## config.mk

```make
export PLATFORM = sky130hd
export DESIGN_NAME = controle_tiros
export DESIGN_NICKNAME = d
export VERILOG_FILES = /design/src/rtl/controle_tiros.sv
export SDC_FILE = /design/constraint.sdc
export NUM_CORES = 1
export LEC_CHECK = 0
export ABC_AREA = 1
export ABC_CLOCK_PERIOD_IN_PS = 6500
export BUFFER_PORTS_ARGS = -buffer_cell sky130_fd_sc_hd__buf_2
export CAP_MARGIN = 20
export CORE_AREA = 5 5 143 145
export DETAILED_ROUTE_END_ITERATION = 6
export DIE_AREA = 0 0 148 150
export HOLD_SLACK_MARGIN = 0.08
export SYNTH_ARGS = -nofsm -noshare
export SYNTH_HDL_FRONTEND = slang
export SYNTH_SLANG_ARGS = --single-unit
export TNS_END_PERCENT = 50
```

## constraint.sdc

```tcl
create_clock -name CLOCK_50 -period 6.5 [get_ports CLOCK_50]
set_input_delay 0.325 -clock CLOCK_50 [delete_from_list [all_inputs] [get_ports CLOCK_50]]
set_output_delay 0.325 -clock CLOCK_50 [all_outputs]
set_load 0.01 [all_outputs]
```

## src/rtl/controle_tiros.sv

```systemverilog
// controle_tiros: manages up to four player shots. Each shot spawns above
// the shooter, climbs one pixel per movement tick and disappears at the top
// or when a collision kill arrives. Spawns are rate-limited by a cooldown.
module controle_tiros #(
  parameter int DIV      = 50000,  // CLOCK_50 cycles per movement tick
  parameter int RECARGA  = 20,     // ticks of cooldown after each accepted shot
  parameter int OFFSET_Y = 15      // spawn height above the shooter
) (
  input  logic        CLOCK_50,
  input  logic        reset,
  input  logic        pausa,
  input  logic        reiniciarJogo,
  input  logic        disparo,
  input  logic [9:0]  xi,
  input  logic [9:0]  yi,
  input  logic [3:0]  acerto,
  output logic [39:0] tiros_x,
  output logic [39:0] tiros_y,
  output logic [3:0]  ativo,
  output logic        disparo_ack,
  output logic        cheio
);

  localparam int TW = (DIV > 1) ? $clog2(DIV) : 1;
  localparam int CW = (RECARGA > 0) ? $clog2(RECARGA + 1) : 1;
  localparam logic [TW-1:0] TICK_MAX  = TW'(DIV - 1);
  localparam logic [CW-1:0] COOL_LOAD = CW'(RECARGA);
  localparam logic [9:0]    OFF_Y     = 10'(OFFSET_Y);

  typedef enum logic [1:0] {
    S_LIVRE   = 2'd0,
    S_ALOCA   = 2'd1,
    S_RECARGA = 2'd2
  } state_t;

  state_t         r_state;
  state_t         w_next_state;
  logic [TW-1:0]  r_tick_cnt;
  logic [CW-1:0]  r_cool;
  logic [CW-1:0]  w_next_cool;
  logic           w_tick;
  logic           w_aloca;
  logic           w_tem_livre;
  logic [1:0]     w_idx;
  logic [9:0]     w_spawn_y;
  logic [9:0]     r_x [4];
  logic [9:0]     r_y [4];
  logic [3:0]     r_ativo;
  logic           r_ack;

  // Movement tick: one-cycle strobe every DIV cycles, frozen while paused.
  // NOTE: sequential state uses non-blocking (<=) so every register samples
  // pre-edge values; blocking here would create order-dependent races.
  always_ff @(posedge CLOCK_50 or posedge reset) begin
    if (reset) begin
      r_tick_cnt <= '0;
    end else if (reiniciarJogo) begin
      r_tick_cnt <= '0;
    end else if (!pausa) begin
      r_tick_cnt <= (r_tick_cnt == TICK_MAX) ? '0 : r_tick_cnt + 1'b1;
    end
  end

  assign w_tick = !pausa && (r_tick_cnt == TICK_MAX);

  // Spawn height saturates at the top of the screen instead of wrapping.
  assign w_spawn_y = (yi >= OFF_Y) ? (yi - OFF_Y) : '0;

  // Lowest-index free slot; scanning downward lets the lowest index win.
  // NOTE: every combinational output gets a default first, so no path
  // leaves a variable unassigned and no latch is inferred.
  always_comb begin
    w_tem_livre = 1'b0;
    w_idx       = 2'd0;
    for (int k = 3; k >= 0; k--) begin
      if (!r_ativo[k]) begin
        w_tem_livre = 1'b1;
        w_idx       = 2'(k);
      end
    end
  end

  // Spawn FSM state and cooldown registers; a game restart clears both.
  always_ff @(posedge CLOCK_50 or posedge reset) begin
    if (reset) begin
      r_state <= S_LIVRE;
      r_cool  <= '0;
    end else if (reiniciarJogo) begin
      r_state <= S_LIVRE;
      r_cool  <= '0;
    end else begin
      r_state <= w_next_state;
      r_cool  <= w_next_cool;
    end
  end

  // Spawn FSM next state: request -> allocate -> cooldown -> free.
  always_comb begin
    w_next_state = r_state;
    w_next_cool  = r_cool;
    w_aloca      = 1'b0;
    case (r_state)
      S_LIVRE: begin
        if (disparo && !pausa && !cheio) w_next_state = S_ALOCA;
      end
      S_ALOCA: begin
        // A pause arriving mid-request holds the spawn until it ends.
        if (!pausa) begin
          if (w_tem_livre) begin
            w_aloca      = 1'b1;
            w_next_cool  = COOL_LOAD;
            w_next_state = S_RECARGA;
          end else begin
            w_next_state = S_LIVRE;
          end
        end
      end
      S_RECARGA: begin
        if (r_cool == '0)  w_next_state = S_LIVRE;
        else if (w_tick)   w_next_cool  = r_cool - 1'b1;
      end
      default: w_next_state = S_LIVRE;
    endcase
  end

  // Slot storage: kill beats spawn beats movement; inactive slots read as 0.
  // NOTE: the slot array is only four entries of flops, so it takes the
  // reset like any other register; large RAMs would not be reset this way.
  always_ff @(posedge CLOCK_50 or posedge reset) begin
    if (reset) begin
      r_ativo <= '0;
      for (int k = 0; k < 4; k++) begin
        r_x[k] <= '0;
        r_y[k] <= '0;
      end
    end else if (reiniciarJogo) begin
      r_ativo <= '0;
      for (int k = 0; k < 4; k++) begin
        r_x[k] <= '0;
        r_y[k] <= '0;
      end
    end else begin
      for (int k = 0; k < 4; k++) begin
        if (acerto[k] && r_ativo[k]) begin
          r_ativo[k] <= 1'b0;
          r_x[k]     <= '0;
          r_y[k]     <= '0;
        end else if (w_aloca && (w_idx == 2'(k))) begin
          r_ativo[k] <= 1'b1;
          r_x[k]     <= xi;
          r_y[k]     <= w_spawn_y;
        end else if (w_tick && r_ativo[k]) begin
          if (r_y[k] == '0) begin
            r_ativo[k] <= 1'b0;
            r_x[k]     <= '0;
          end else begin
            r_y[k] <= r_y[k] - 1'b1;
          end
        end
      end
    end
  end

  // Acknowledge is registered so it lines up with the slot write.
  always_ff @(posedge CLOCK_50 or posedge reset) begin
    if (reset)              r_ack <= 1'b0;
    else if (reiniciarJogo) r_ack <= 1'b0;
    else                    r_ack <= w_aloca;
  end

  // Pack the slot registers onto the flat output buses.
  always_comb begin
    tiros_x = '0;
    tiros_y = '0;
    for (int k = 0; k < 4; k++) begin
      tiros_x[10*k +: 10] = r_x[k];
      tiros_y[10*k +: 10] = r_y[k];
    end
  end

  assign ativo       = r_ativo;
  assign cheio       = &r_ativo;
  assign disparo_ack = r_ack;

endmodule

```

==> results of run 1 <==
==> through the flow <==
step                      cell area, um^2  total power [W]
after floorplan                      6524         0.001350
after global placement               7298         0.001576
after detailed placement             7298         0.001579
after CTS                            7601         0.002143
after global routing                 7601         0.002283
final                                7601         0.002123
==> layout make-up <==
| class | count | area, um^2 | area share (%) |
|---|---|---|---|
| Multi-Input combinational cell | 687 | 3323 | 43.72 |
| Sequential cell | 108 | 2703 | 35.56 |
| Timing Repair Buffer | 115 | 578.1 | 7.605 |
| Inverter | 105 | 396.6 | 5.218 |
| Tap cell | 238 | 297.8 | 3.918 |
| Clock buffer | 9 | 225.2 | 2.963 |
| Clock inverter | 7 | 77.57 | 1.021 |
==> where the power goes <==
part | switching (W) | internal, W
clock | 0.000281 | 0.000274
sequential | 0.000111 | 0.000750
combinational | 0.000451 | 0.000256
total | 0.000843 | 0.00128
==> flip-flops by register name (all words and copies together), names as in the netlist <==
signal,count
r_tick_cnt,16
tiros_x,40
r_state,2
ativo,4
tiros_y,40
disparo_ack,1
r_cool,5
==> logic make-up after synthesis <==
family	count (synthesis)	synth area share, %
buffers and inverters	122	7.633
XOR/XNOR	20	2.685
AND/OR/NAND/NOR	580	39.99
AO/OA/AOI/OAI	80	6.924
flip-flops	108	41.43
adder cells (fa/ha/maj)	7	1.342
==> cell usage after synthesis, drive strengths merged <==
library cell,number
nor2,90
a211oi,1
nand4,24
ha,7
nand2b,1
o21ai,51
nand3b,5
nor4,2
inv,103
or2,2
dfrtp,108
xnor2,5
a31o,1
xor2,15
and3,1
nand2,307
clkinv,2
nand3,132
a221oi,2
o21a,2
o22ai,8
nor3,16
a21oi,12
buf,17
a31oi,3
==> worst max-delay path, cell delays in order (launching register included) <==
cell,delay (ns)
dfrtp_1,0.40
ha_1,0.20
nand3_1,0.14
inv_1,0.08
nand3_1,0.06
nor2_1,0.26
nand4_1,0.50
nand2_2,0.37
o21ai_0,0.14
nand2_1,0.07
==> metal layers <==
metal	vias up	global-route usage, %
li1	3184	-
met1	2991	23.80
met2	204	28.00
met3	23	5.845
met4	0	4.527
met5	-	0
==> worst paths after layout <==
check	endpoint	cells past startpoint	slack, ns
min in group CLOCK_50	tiros_x[13]	3	0.24
worst min-delay path	r_tick_cnt[8]	2	0.05
worst max-delay path	tiros_y[26]	9	4.21
worst min register to register	tiros_x[17]	2	0.50
worst max register to register	tiros_y[26]	9	4.21
max in group asynchronous	tiros_y[3]	3	5.25
==> summary.txt, run 1 <==
outcome: completed
Setup crit start kind: flop
Final min period: 2.292 ns
Fin Setup TNS: 0 ns
DRC viols: 0
drt via density: 5.045
synth-to-layout area growth: 16.51%
number of routed nets with antenna violations: 0
flops & latches, synth: 108
clk_lat worst skew: 0.36 ns
slew margin rel.: 49.21%
GRT Resource Usage Total: 17.81%
TritonCTS Buffers: 9
I/O Pins: 115
largest net degree at the start of global routing: 61
CTS-repair resized insts: 0
CP Data Required Time: 6.80 ns
final wirelength: 19,680 um
CTS tree: yes
largest area contributor in the netlist: dfrtp_1
Yosys cell types: 39
RSZ-0062 raised after global routing: false
part of the cycle the worst path needs: 35.26%
synthesized area: 0.006524 mm^2
Worst Skew: 0.01462 ns
1st-pass router iterations: 5
final non-filler cell total: 1,269
Syn Nets: 953
peak supply drop: 0.0001294 V
cell count after synthesis: 917
wire per inst: 15.51 um
H-tree Lvls: 3
startpoint of the worst register-to-register path: r_tick_cnt[0]
Seq/Total Area, Yosys: 41.43%
final global-route overflow total: 0
die height: 150 um
vias after detailed routing: 6,402
I/O Buffers: 114
Slew Limit Fails: 0
Final Net Count: 1,062
Hold WS: 0.04558 ns
clock sink total: 108
fillers: 2,036
final setup fails: 0
Max clock buf depth: 2
DP Wirelength: 14,770 um
commonest non-fill, non-tap cell in the layout: nand2_1
Core Footprint: 0.01908 mm^2
Post-Route M1 WL: 8819 um
type of the most critical hold path: in -> async
ant diodes: 0
Syn Area/Cell: 7.114 um^2
Row Count: 51
Max Used Layer: met4
met2 WL: 8917 um
Slew @ Worst Pin: 0.7619 ns
critical path arrival: 2.59 ns
Inst Count DP: 1,253
Clock transition at path regs: 0.08 ns
initial core utilization: 34.19%
CP Capture Type: flop
largest cells by area after synthesis: dfrtp_1, nand2_1, nand3_1, inv_1, nor2_1
die width: 148 um
P_leak: 4.157 nW
setup ws final: 4.208 ns
share of the synthesized area in the top cell type: 41.43%
GPL Wtd Cong: 0.8799
Max Fclk: 436.3 MHz
peak fanout along the critical path: 11
final core occ: 39.84%
met3 WL: 1604 um
Root Driver: clkbuf_16
critical path class: reg -> reg
Post-CTS Hold Fix Bufs: 0
initial antenna violation count: 0
CP Launch Point: r_tick_cnt[0]
commonest cells after routing, fill and taps aside: nand2_1, nand3_1, buf_2
pre-CTS setup slack: 4.233 ns
pwr dens: 279.4 mW/mm^2
share of layout cells above drive strength 1: 17.26%
final count of hold timing violations: 0
first-iteration detailed-routing DRC count: 358
die area: 0.02220 mm^2
number of global-route vias before repair: 6,064
post-CTS setup buffer count: 0
first-pass GRT wire length: 31,530 um
max_cap viols: 0
Yosys warning total: 0
(Power assumes the default switching activity.)
==> run 2: changes to the inputs <==
Settings changed: ABC_CLOCK_PERIOD_IN_PS 6500 to 2000.
Clock period 6.5 ns to 2 ns, I/O delays scaled along.
==> run 2 against run 1 <==
Compared with the run above:
- clock-buffer cell count unchanged
- clock skew is 0.0033 ns lower
- first-iteration DRC count is 1.1% lower
- final cell count rose by 2.8%
- hold slack better by 0.062 ns
- routed wire length rose by 0.21%
- sequential power grew to 3.2 times the previous value
- clock power grew to 3.5 times the previous value
- design area increased by 5.0%
- critical path type unchanged
- highest routed layer unchanged
==> summary.txt, run 2 (synthesized netlist as in run 1, its figures left out) <==
outcome: completed
wire per inst: 15.11 um (-2.6%)
Row Count: 51 (unchanged)
slew margin rel.: 50.76% (+1.5 points)
final non-filler cell total: 1,305 (+2.8%)
final wirelength: 19,720 um (+0.21%)
max_cap viols: 0 (unchanged)
Root Driver: clkbuf_16
Inst Count DP: 1,279 (+2.1%)
type of the most critical hold path: in -> reg
first-pass GRT wire length: 31,890 um (+1.1%)
final count of hold timing violations: 0 (unchanged)
CP most frequent cell: nand2_1
max incr delay on CP: 0.39 ns (-0.11 ns)
critical path arrival: 2.13 ns (-0.46 ns)
Fin Setup TNS: 0 ns (unchanged)
I/O Buffers: 114 (unchanged)
clock sink total: 108 (unchanged)
first-iteration detailed-routing DRC count: 354 (-1.1%)
initial core utilization: 34.19% (unchanged)
ant diodes: 0 (unchanged)
part of the cycle the worst path needs: 91.73% (+56 points)
final setup fails: 0 (unchanged)
H-tree Lvls: 3 (unchanged)
commonest cells after routing, fill and taps aside: nand2_1, nand3_1, buf_2
CTS tree: yes
die height: 150 um (unchanged)
GPL Wtd Cong: 0.8860 (+0.69%)
pwr dens: 887.5 mW/mm^2 (+220%)
1st-pass router iterations: 5 (unchanged)
Clock transition at path regs: 0.07 ns (about the same)
Max clock buf depth: 2 (unchanged)
die width: 148 um (unchanged)
Final Net Count: 1,100 (+3.6%)
clk_lat worst skew: 0.36 ns (about the same)
initial antenna violation count: 0 (unchanged)
Slowest cell on crit path: dfrtp_1
synth-to-layout area growth: 22.32%
largest net degree at the start of global routing: 31 (-49%)
DRC viols: 0 (unchanged)
Hold WS: 0.1072 ns (+0.06165 ns)
peak fanout along the critical path: 10 (-1)
Final min period: 1.835 ns (-0.4574 ns)
TritonCTS Buffers: 9 (unchanged)
drt via density: 4.985 (-1.2%)
final core occ: 41.83% (+2.0 points)
Setup crit start kind: flop
CP Capture Type: flop
die area: 0.02220 mm^2 (unchanged)
CP Data Required Time: 2.30 ns (-4.50 ns)
P_leak: 4.346 nW (+4.6%)
peak supply drop: 0.0004552 V (+250%)
Slew @ Worst Pin: 0.7371 ns (-0.02480 ns)
I/O Pins: 115 (unchanged)
setup ws final: 0.1653 ns (-4.043 ns)
Worst Skew: 0.01129 ns (-0.003326 ns)
final global-route overflow total: 0 (unchanged)
Core Footprint: 0.01908 mm^2 (unchanged)
critical path class: reg -> reg
vias after detailed routing: 6,505 (+1.6%)
share of layout cells above drive strength 1: 19.49% (+2.2 points)
GRT Resource Usage Total: 17.96% (+0.14 points)
number of routed nets with antenna violations: 0 (unchanged)
commonest non-fill, non-tap cell in the layout: nand2_1
pre-CTS setup slack: 0.1175 ns (-4.115 ns)
Max Fclk: 545.1 MHz (+25%)
DP Wirelength: 14,980 um (+1.4%)
fillers: 1,962 (-3.6%)
Slew Limit Fails: 0 (unchanged)
crit-path cells: ha_1 -> nand2_1 -> inv_1 -> nand2_1 -> nor2_2 -> nand4_1 -> o21ai_2 -> nand3_1 -> nand2_1
number of global-route vias before repair: 6,041 (-0.38%)
==> run 2: final cells by class <==
cell class	instances	area (um^2)	share of cell area, %
sequential	108	2703	33.87
clock buffer	9	225.2	2.822
timing repair buffer	153	928.4	11.63
inverter	105	397.9	4.986
tap	238	297.8	3.732
clock inverter	5	85.08	1.066
multi-input combinational	687	3343	41.89
==> run 2: repair_timing <==
action,CTS,global route
endpoints found under the hold margin,67,0
setup buffers,0,1
setup endpoints to repair,0,46
hold buffers,11,0
resized for setup,0,6
==> run 2: worst paths after layout <==
| kind | endpoint | slack [ns] | startpoint | cells after the start |
|---|---|---|---|---|
| worst max-delay path | tiros_y[6] | 0.17 | r_tick_cnt[0] | 9 |
| worst min-delay path | tiros_y[8] | 0.11 | acerto[0] | 4 |
| worst max register to register | tiros_y[6] | 0.17 | r_tick_cnt[0] | 9 |
| worst min register to register | tiros_x[34] | 0.50 | tiros_x[34] | 2 |
| max in group asynchronous | tiros_y[7] | 1.00 | reset | 4 |
| min in group asynchronous | tiros_x[20] | 0.41 | reset | 3 |
==> run 2: per-layer routing <==
metal | vias to the layer above | routed length, um | track usage (%)
li1 | 3259 | - | -
met1 | 3046 | 9079 | 24.82
met2 | 181 | 8890 | 27.75
met3 | 19 | 1463 | 5.633
met4 | 0 | 286 | 3.880
met5 | - | 0 | 0
==> run 2: critical path: cells and delay by family, from the launching register on <==
kind,cells,cell delay (ns)
buf+inv,1,0.06
compound gates,1,0.39
fa+ha+maj,1,0.20
simple gates,6,0.74
flops,1,0.39
==> run 2: power by group <==
group / switching, W / internal (W)
Sequential: 0.000335 / 0.00244
Combinational: 0.00149 / 0.000890
Clock: 0.000836 / 0.00109
Total: 0.00266 / 0.00442
==> run 2: stage by stage <==
step                      power [W]  area (um^2)
after global routing       0.007613         7980
after global placement     0.005160         7532
after detailed placement   0.005170         7532
after floorplan            0.004389         6528
final                      0.007083         7980
after CTS                  0.007140         7953
